===== src/rtl/ahb_mem_arbiter.sv =====
// Two-port AHB-Lite arbiter in front of one synchronous SRAM port.
// Port 0 is the CPU side, port 1 the DMA/debug side. Each port captures its
// address phase into a pending slot; one slot is served per memory access with
// round-robin priority on ties. Writes finish with zero wait states and reads
// with one wait state.
module ahb_mem_arbiter #(
  parameter int unsigned ADDR_WIDTH = 32
) (
  input  logic                  clk,
  input  logic                  reset,
  // Port 0 (CPU)
  input  logic                  s0_HSEL,
  input  logic                  s0_HREADY,
  input  logic [1:0]            s0_HTRANS,
  input  logic [2:0]            s0_HSIZE,
  input  logic                  s0_HWRITE,
  input  logic [ADDR_WIDTH-1:0] s0_HADDR,
  input  logic [31:0]           s0_HWDATA,
  output logic [31:0]           s0_HRDATA,
  output logic                  s0_HREADYOUT,
  output logic                  s0_HRESP,
  // Port 1 (DMA/debug)
  input  logic                  s1_HSEL,
  input  logic                  s1_HREADY,
  input  logic [1:0]            s1_HTRANS,
  input  logic [2:0]            s1_HSIZE,
  input  logic                  s1_HWRITE,
  input  logic [ADDR_WIDTH-1:0] s1_HADDR,
  input  logic [31:0]           s1_HWDATA,
  output logic [31:0]           s1_HRDATA,
  output logic                  s1_HREADYOUT,
  output logic                  s1_HRESP,
  // SRAM port
  output logic                  mem_en,
  output logic                  mem_we,
  output logic [3:0]            mem_be,
  output logic [ADDR_WIDTH-1:0] mem_addr,
  output logic [31:0]           mem_wdata,
  input  logic [31:0]           mem_rdata
);

  typedef enum logic {StIdle, StRd} state_e;

  state_e                r_state, w_state_d;
  logic [1:0]            r_pend;
  logic [ADDR_WIDTH-1:0] r_addr [2];
  logic [2:0]            r_size [2];
  logic [1:0]            r_write;
  logic                  r_rr_last, w_rr_last_d;
  logic                  r_rd_port, w_rd_port_d;

  logic [1:0]            w_accept;
  logic [1:0]            w_complete;
  logic                  w_issue;
  logic                  w_gnt;
  logic [2:0]            w_sel_size;
  logic [1:0]            w_sel_lo;
  logic [3:0]            w_be;
  logic                  w_unused;

  // Only HTRANS[1] distinguishes NONSEQ/SEQ from IDLE/BUSY.
  assign w_unused = s0_HTRANS[0] ^ s1_HTRANS[0];

  assign w_accept[0] = s0_HSEL & s0_HTRANS[1] & s0_HREADY;
  assign w_accept[1] = s1_HSEL & s1_HTRANS[1] & s1_HREADY;

  // Address-phase capture; a new capture overrides a same-cycle completion.
  always_ff @(posedge clk or posedge reset) begin
    if (reset) begin
      r_pend    <= '0;
      r_write   <= '0;
      r_addr[0] <= '0;
      r_addr[1] <= '0;
      r_size[0] <= '0;
      r_size[1] <= '0;
    end else begin
      r_pend <= w_accept | (r_pend & ~w_complete);
      if (w_accept[0]) begin
        r_addr[0]  <= s0_HADDR;
        r_size[0]  <= s0_HSIZE;
        r_write[0] <= s0_HWRITE;
      end
      if (w_accept[1]) begin
        r_addr[1]  <= s1_HADDR;
        r_size[1]  <= s1_HSIZE;
        r_write[1] <= s1_HWRITE;
      end
    end
  end

  // FSM and arbitration state registers.
  always_ff @(posedge clk or posedge reset) begin
    if (reset) begin
      r_state   <= StIdle;
      r_rr_last <= 1'b1;
      r_rd_port <= 1'b0;
    end else begin
      r_state   <= w_state_d;
      r_rr_last <= w_rr_last_d;
      r_rd_port <= w_rd_port_d;
    end
  end

  // Grant selection, completion strobes and next state.
  always_comb begin
    w_state_d   = r_state;
    w_rr_last_d = r_rr_last;
    w_rd_port_d = r_rd_port;
    w_complete  = '0;
    w_issue     = 1'b0;
    w_gnt       = 1'b0;
    unique case (r_state)
      StIdle: begin
        if (|r_pend) begin
          w_issue = 1'b1;
          if (&r_pend) begin
            w_gnt       = ~r_rr_last;
            w_rr_last_d = ~r_rr_last;
          end else begin
            w_gnt = r_pend[1];
          end
          if (r_write[w_gnt]) begin
            w_complete[w_gnt] = 1'b1;
          end else begin
            w_state_d   = StRd;
            w_rd_port_d = w_gnt;
          end
        end
      end
      StRd: begin
        // Read data is on mem_rdata this cycle; no new grant here.
        w_complete[r_rd_port] = 1'b1;
        w_state_d             = StIdle;
      end
      default: w_state_d = StIdle;
    endcase
  end

  // Byte-lane enables from the granted port's registered size and offset.
  always_comb begin
    w_sel_size = r_size[w_gnt];
    w_sel_lo   = r_addr[w_gnt][1:0];
    case (w_sel_size)
      3'b000:  w_be = 4'b0001 << w_sel_lo;
      3'b001:  w_be = w_sel_lo[1] ? 4'b1100 : 4'b0011;
      default: w_be = 4'b1111;
    endcase
  end

  // Memory strobe; every field is held at zero when nothing is issued.
  always_comb begin
    mem_en    = 1'b0;
    mem_we    = 1'b0;
    mem_be    = '0;
    mem_addr  = '0;
    mem_wdata = '0;
    if (w_issue) begin
      mem_en   = 1'b1;
      mem_we   = r_write[w_gnt];
      mem_be   = w_be;
      mem_addr = r_addr[w_gnt];
      if (r_write[w_gnt]) begin
        mem_wdata = w_gnt ? s1_HWDATA : s0_HWDATA;
      end
    end
  end

  assign s0_HREADYOUT = ~r_pend[0] | w_complete[0];
  assign s1_HREADYOUT = ~r_pend[1] | w_complete[1];
  assign s0_HRDATA    = mem_rdata;
  assign s1_HRDATA    = mem_rdata;
  assign s0_HRESP     = 1'b0;
  assign s1_HRESP     = 1'b0;

endmodule


===== config.mk =====
export PLATFORM = sky130hd
export DESIGN_NAME = ahb_mem_arbiter
export DESIGN_NICKNAME = d
export VERILOG_FILES = /design/src/rtl/ahb_mem_arbiter.sv
export SDC_FILE = /design/constraint.sdc
export NUM_CORES = 1
export LEC_CHECK = 0
export ABC_AREA = 1
export BUFFER_PORTS_ARGS = -buffer_cell sky130_fd_sc_hd__buf_2
export CAP_MARGIN = 30
export CORE_AREA = 5 5 120 122
export DETAILED_ROUTE_END_ITERATION = 10
export DIE_AREA = 0 0 125 127
export PLACE_DENSITY_LB_ADDON = 0.25
export SLEW_MARGIN = 25
export SYNTH_ARGS = -nofsm -noshare
export SYNTH_HDL_FRONTEND = slang
export SYNTH_SLANG_ARGS = --single-unit
export TNS_END_PERCENT = 5

===== constraint.sdc =====
create_clock -name clk -period 7.7 [get_ports clk]
set_clock_uncertainty 0.1 [all_clocks]
set_input_delay 1.155 -clock clk [delete_from_list [all_inputs] [get_ports clk]]
set_output_delay 1.155 -clock clk [all_outputs]
set_load 0.05 [all_outputs]

* After elaboration in Yosys (flattened, before gate mapping)
Cells that the tools add are included. W data, S select, Z words.
Storage, ports and cells: bits in registers 77, bits in latches 0, RAM bits 0, bits in read-only memories 0, output and inout bits 138, logic and storage cells 76, memories 0
Cells by class: add/sub/neg operators 0, multiply operators 0, div/mod/pow operators 0, $lt $le $gt $ge 6, eq/ne operators 1, shift operators 1, muxes and demuxes 36, bitwise operators 15, reductions and logical operators 7
Operators by type and width (count):
- $mux W32 | 7
- $mux W1 | 17
- $mux W3 | 3
- $mux W4 | 2
- $pmux W4 S2 | 1
- $lt A1 B2 Y1 const B | 3
- $not A1 Y1 | 5
- $and A1 B1 Y1 | 4
- $mux W2 | 2
- $pmux W2 S2 | 1
- $reduce_and A4 Y1 | 1
- $shl A1 B2 Y4 const A | 1
- $eq A3 B1 Y1 const B | 1
- $logic_not A3 Y1 | 1
- $reduce_and A3 Y1 | 1
- $and A2 B2 Y2 | 1
- $demux W1 S1 | 2
- $ge A1 B1 Y1 const B | 2
- $ge A2 B2 Y1 const B | 1
- $logic_and A1 B1 Y1 | 2
- $not A1 Y2 | 1
- $not A2 Y2 | 1
- $or A1 B1 Y1 | 2
- $or A2 B2 Y2 | 1
- 3 further kinds | 3

* Logic depth before layout (Yosys ltp)
Gate-level depths: netlist (run 1).
depth after elaboration 14, gate-level depth with buffers 9, mapped depth without buffers 8

* Worst setup path before layout (run 1)
Ideal clock, no wire load.
kind input-to-output, from input port s1_HWDATA[0], to output port mem_wdata[0], arrival time 1.981 ns, setup slack 4.464 ns, stages 2, cell sequence nand2_1 a21oi_1
On the way: word-level cells in the longest chain between the ends 3
RTL lines:
- from (decl) | line 29 | input logic [31:0] s1_HWDATA,
- $mux W32 | line 163 | mem_wdata = w_gnt ? s1_HWDATA : s0_HWDATA;
- $mux W32 | line 162 | if (r_write[w_gnt]) begin
- $mux W32 | line 157 | if (w_issue) begin
- to (decl) | line 38 | output logic [31:0] mem_wdata,
Every way passes these cells.

* Worst setup path in the final report (run 1)
from register r_state, to output port mem_wdata[1]
On the way: word-level cells in the longest chain between the ends 5, elaborated cells between the ends (all ways) 7, those cells by class mux (7)
RTL lines:
- from (decl) | line 44 | state_e r_state, w_state_d;
- from (signal assigned) | line 94 | r_state <= StIdle;
- from (signal assigned) | line 98 | r_state <= w_state_d;
- $mux W1 | line 112 | unique case (r_state)
- $mux W1 (implied by the code) (2 in a row) | line 162
- $mux W32 | line 162
- $mux W32 (*) | line 157
Mark *: on every way between the ends. The rest lies on a longest branch, timed or not. The select of a mux whose other input is x is not followed.

==> results of run 1 <==
[cell type report]
type / instances / area, um2
Multi-Input combinational cell: 320 / 1970
Antenna cell: 1 / 2.50
Tap cell: 176 / 220
Fill cell: 1332 / 7450
Clock buffer: 9 / 225
Sequential cell: 77 / 1930
Clock inverter: 7 / 123
Inverter: 15 / 60.1
Timing Repair Buffer: 217 / 1110
[flip-flops by register name (all words and copies together) (netlist names)]
register / flops
r_addr: 64
r_size: 6
r_pend: 2
r_write: 2
r_rd_port: 1
r_rr_last: 1
r_state: 1
[worst max-delay path: cells and delay by family, from the launching register on]
kind                   cells  cell delay, ps
AO/OA/AOI/OAI              1             290
AND/OR/NAND/NOR            4            1180
flip-flops                 1             400
buffers and inverters      3            1270
[how the worst max path moves through the flow]
stage	start	to	slack, ps	cells past startpoint
after CTS	r_state	mem_wdata[1]	2800	8
after global placement	r_pend[0]	mem_wdata[21]	2930	8
after detailed placement	r_state	mem_wdata[21]	3180	8
after global routing	r_state	mem_wdata[31]	2540	8
after floorplan	s1_HWDATA[0]	mem_wdata[0]	4460	2
final	r_state	mem_wdata[1]	2840	8
[synthesized netlist by cell type, types with 2 or more instances]
cell type and n:
clkbuf_1 3, inv_2 2, a21oi_2 29, nand3_1 5, o21ai_0 38, mux2_2 64, buf_4 67, buf_2 17
clkbuf_2 2, a21oi_1 15, nand2_1 90, nor2_1 68, dfrtp_1 76, inv_1 13, buf_6 5, nand2_2 3
[per-stage QoR]
step	utilization [%]	power, mW	instance area (um2)	instances
after floorplan	-	1.92	4590	506
after global placement	40.1	2.17	5240	804
after detailed placement	40.4	2.19	5290	805
after CTS	43.1	2.69	5640	821
after global routing	43.1	2.81	5640	822
final	43.1	2.65	5640	822
[power groups by stage]
stage	clock network [mW]	registers [mW]	logic (mW)
after floorplan	0	0.530	1.40
after global placement	0	0.538	1.63
after detailed placement	0	0.543	1.65
after CTS	0.507	0.536	1.65
after global routing	0.519	0.547	1.74
final	0.490	0.536	1.63
[layer usage]
layer / up-vias / track usage [%] / routed length [um]
li1: 1845 / - / -
met1: 1821 / 19.3 / 5480
met2: 222 / 30.0 / 7050
met3: 18 / 7.01 / 1420
met4: 0 / 6.19 / 246
met5: - / 0.619 / 0
[cell families after synthesis]
kind of cell,Yosys count,share of synthesized area [%]
AO/OA/AOI/OAI,85,11.8
buffers and inverters,109,15.7
flip-flops,77,42.0
multiplexers,64,15.7
other,1,0.0817
AND/OR/NAND/NOR,169,14.6
==> impl_metrics.env, run 1 <==
export IMPL_pwr_share_comb_pct=61.3
export IMPL_htreeDepth=3
export IMPL_port_buffers=215
export IMPL_reg2reg_depth=6
export IMPL_peakVddDrop_mv=0.220
export IMPL_yosysTopAreaCellShare_pct=41.4
export IMPL_crit_required_ps=6440
export IMPL_setup_violations_final=0
export IMPL_nets=818
export IMPL_tns_ps=0
export IMPL_async_flop_share_pct=100
export IMPL_power_frac_clock_pct=18.5
export IMPL_wl_um=14200
export IMPL_vias_per_cell=4.75
export IMPL_die_h_um=127
export IMPL_dpl_hpwl_um=10800
export IMPL_cpMostUsedCell="nand2_2"
export IMPL_avgSynthCellArea_um2=9.09
export IMPL_power_per_cell_area_nw_per_um2=470
export IMPL_post_cts_resized=0
export IMPL_whs_path_depth=1
export IMPL_antenna_found_initial=1
export IMPL_crit_path_max_fanout=79
export IMPL_path_clk_slew_ps=60
export IMPL_synthDistinctLibCells=24
export IMPL_vias=3906
export IMPL_cts_root_buf="clkbuf_16"
export IMPL_die_area_um2=15900
export IMPL_syn_inst=505
export IMPL_power_net_switching_mw=1.49
export IMPL_status="completed"
export IMPL_post_cts_buffers=0
export IMPL_layout_commonest_cell="buf_2"
export IMPL_fin_crit_sh_pct=63.1
export IMPL_worst_skew_pair_late_latency_ps=330
export IMPL_criticalPathCategory="flop to output pin"
export IMPL_hp_start="r_addr[14]"
export IMPL_firstDrtPassIters=4
export IMPL_setup_worst_path_start_class="flop"
export IMPL_synth_warnings=0
export IMPL_seq_power_share_pct=20.2
export IMPL_rows=42
export IMPL_path_cells="inv_1 > nand3_4 > inv_4 > nand2_2 > nand2_2 > nand2_4 > a21oi_1 > buf_2"
export IMPL_holdPathEnd="r_addr[14]"
export IMPL_leakage_nw=2.87
export IMPL_crit_arrival_ps=3600
export IMPL_syn_cell_area_um2=4590
export IMPL_cts_path_max_buffers=2
export IMPL_grt_first_pass_wirelength_um=22100
export IMPL_timing_rr_end="r_pend[1]"
export IMPL_wl_per_cell_um=17.3
export IMPL_layout_common_cells="buf_2, nand2_1, dfrtp_1"
export IMPL_crit_slowest_cell="inv_4"
export IMPL_rsz0062_at_grt="false"
export IMPL_cts_sinks=77
export IMPL_yosysSeqAreaShare_pct=42.0
export IMPL_overflow=0
export IMPL_worstMarginPinSlew_ps=870
export IMPL_grt_pass1_vias=4226
export IMPL_core_area_um2=13100
export IMPL_rrSetupSlack_ps=5040
export IMPL_grt_usage_pct=17.3
export IMPL_initialDrtViolationCount=92
export IMPL_ctsHoldBuffers=0
export IMPL_area_delta_synth_final_pct=22.8
export IMPL_drc=0
export IMPL_fin_crit_ps=4860
export IMPL_gp_congestion=0.824
export IMPL_switching_share_pct=56.0
export IMPL_end_kind="output pin"
export IMPL_post_place_ws_ps=3180
export IMPL_ys_ff_latch=77
export IMPL_worst_hold_slack_ps=398
export IMPL_max_stage_delay_ps=810
export IMPL_rr_startpoint="r_state"
export IMPL_fmax_mhz=206
export IMPL_die_w_um=125
export IMPL_hold_viol_final=0
export IMPL_drive_gt1_share_pct=52.6
export IMPL_p_int_mw=1.17
export IMPL_ys_flop_type="dfrtp_1"
export IMPL_yosysTopAreaCell="dfrtp_1"
export IMPL_synth_edf_count=0
export IMPL_ioPinCount=316
export IMPL_cap_violations=0
export IMPL_drtAntennaViolNets=0
export IMPL_setup_slack_ps=2840
export IMPL_start_util_pct=35.1
export IMPL_numCtsBuffers=9
export IMPL_grt_max_degree=80
export IMPL_maxSlewViolCount=0
export IMPL_cts_tree="done"
export IMPL_hp_class="flop to flop"
export IMPL_slew_headroom_pct=42.0
export IMPL_synth_area_top_cells="dfrtp_1, mux2_2, buf_4"
Power figures use the tool's default switching activity.
==> run 2: changes to the inputs <==
clock period = 4.3 ns   (was 7.7 ns; I/O delays follow)
==> run 2 against run 1 <==
Via count grew 0.13%. Sequential cell count is the same. Critical path depth is the same. Non-clock buffer count grew 1. Critical path type unchanged. Register-to-register slack lost 2900 ps. Critical endpoint is now mem_wdata[19]. Total power grew 72%. Sequential power grew 79%. Largest power group unchanged.
==> impl_metrics.env, run 2 (same netlist as run 1, synthesis figures left out) <==
export IMPL_leakage_nw=2.84
export IMPL_layout_common_cells="buf_2, nand2_1, dfrtp_1"
export IMPL_die_w_um=125
export IMPL_ctsHoldBuffers=0
export IMPL_ioPinCount=316
export IMPL_nets=819
export IMPL_antenna_found_initial=1
export IMPL_power_frac_clock_pct=14.7
export IMPL_vias_per_cell=4.76
export IMPL_slew_headroom_pct=46.2
export IMPL_cts_path_max_buffers=2
export IMPL_layout_commonest_cell="buf_2"
export IMPL_crit_path_max_fanout=42
export IMPL_utilization_pct=42.3
export IMPL_rows=42
export IMPL_crit_required_ps=3560
export IMPL_vias=3911
export IMPL_grt_first_pass_wirelength_um=22400
export IMPL_status="completed"
export IMPL_dp_cells=806
export IMPL_cts_root_buf="clkbuf_16"
export IMPL_wl_um=14300
export IMPL_criticalPathCategory="flop to output pin"
export IMPL_fin_crit_ps=3790
export IMPL_crit_arrival_ps=3050
export IMPL_start_util_pct=35.1
export IMPL_final_cells=821
export IMPL_post_cts_resized=0
export IMPL_reg_largest_list="r_addr x64, r_size x6"
export IMPL_n_fill_cell=1355
export IMPL_rsz0062_at_grt="false"
export IMPL_antenna_cells=0
export IMPL_placed_area_um2=5270
export IMPL_numCtsBuffers=9
export IMPL_cts_tree="done"
export IMPL_fmax_mhz=264
export IMPL_final_area_um2=5530
export IMPL_post_cts_buffers=0
export IMPL_core_area_um2=13100
export IMPL_drtAntennaViolNets=0
export IMPL_reg2reg_depth=6
export IMPL_overflow=0
export IMPL_end_kind="output pin"
export IMPL_power_total_mw=4.55
export IMPL_top_register="r_addr"
export IMPL_hold_viol_final=0
export IMPL_fin_crit_sh_pct=88.2
export IMPL_cap_violations=0
export IMPL_gp_congestion=0.797
export IMPL_p_int_mw=1.92
export IMPL_initialDrtViolationCount=127
export IMPL_switching_share_pct=57.7
export IMPL_worstMarginPinSlew_ps=806
export IMPL_drc=0
export IMPL_setup_worst_path_start_class="flop"
export IMPL_largest_register_ffs=64
export IMPL_dpl_hpwl_um=11100
export IMPL_htreeDepth=3
export IMPL_peakVddDrop_mv=0.431
export IMPL_cts_sinks=77
export IMPL_power_net_switching_mw=2.63
export IMPL_worst_skew_pair_late_latency_ps=320
export IMPL_grt_usage_pct=17.6
export IMPL_path_clk_slew_ps=60
export IMPL_hp_class="input port to asynchronous set/reset pin"
export IMPL_wl_per_cell_um=17.5
export IMPL_power_per_cell_area_nw_per_um2=823
export IMPL_area_delta_synth_final_pct=20.6
export IMPL_maxSlewViolCount=0
export IMPL_die_area_um2=15900
export IMPL_firstDrtPassIters=4
export IMPL_grt_max_degree=48
export IMPL_seq_power_share_pct=21.1
export IMPL_drive_gt1_share_pct=52.1
export IMPL_die_h_um=127
export IMPL_setup_violations_final=0
export IMPL_grt_pass1_vias=4193
export IMPL_pwr_share_comb_pct=64.1
export IMPL_regArea_um2=1930
export IMPL_port_buffers=215
export IMPL_multi_input_area_um2=1970
export IMPL_tns_ps=0
-- run 2: cell types whose count changed in the layout (fill, tap and decap cells not counted), sizes merged --
cell      before  now
clkinvlp       2    0
diode          1    0
inv           15   14
clkbuf         9   13
clkinv         2    3
bufinv         3    0
buf          217  218
-- run 2: worst paths after layout --
path                             from             to  slack (ps)
min in group clk           r_addr[10]     r_addr[10]         400
max in group asynchronous       reset      r_rr_last        2800
max reg2reg                   r_state      r_pend[1]        2180
min                             reset     r_addr[30]         340
max                           r_state  mem_wdata[19]         510
min reg2reg                r_addr[10]     r_addr[10]         400
-- run 2: layout make-up --
| class | count | area share (%) |
|---|---|---|
| multi-input combinational | 320 | 35.6 |
| inverter | 15 | 1.04 |
| tap | 176 | 3.98 |
| clock buffer | 13 | 4.52 |
| sequential | 77 | 34.8 |
| clock inverter | 2 | 0.181 |
| timing repair buffer | 218 | 19.9 |
-- run 2: worst max-delay path, stage by stage (launching register included) --
cell,delay [ps]
dfrtp_1,400
inv_1,150
nand3_4,370
inv_2,640
nand2_2,110
nand2_2,110
nand2_4,270
a21oi_2,310
buf_2,310
-- run 2: power groups by stage --
stage	Clock (mW)	Sequential (mW)	Combinational, mW
after floorplan	0	0.948	2.50
after global placement	0	0.964	2.94
after detailed placement	0	0.975	2.96
after CTS	0.690	0.962	2.96
after global routing	0.723	0.983	3.13
final	0.670	0.961	2.92
-- run 2: stage by stage --
| stage | worst slack, ps | hold slack (ps) |
|---|---|---|
| after floorplan | 1590 | 374 |
| after global placement | 824 | 382 |
| after detailed placement | 828 | 389 |
| after CTS | 469 | 372 |
| after global routing | 248 | 410 |
| final | 506 | 341 |
-- run 2: metal layers --
layer | vias to the layer above | GRT usage [%] | wire (um)
met4 | 2 | 5.17 | 201
met3 | 21 | 7.18 | 1420
met5 | - | 0.619 | 15
li1 | 1846 | - | -
met2 | 206 | 30.2 | 7260
met1 | 1836 | 20.3 | 5440
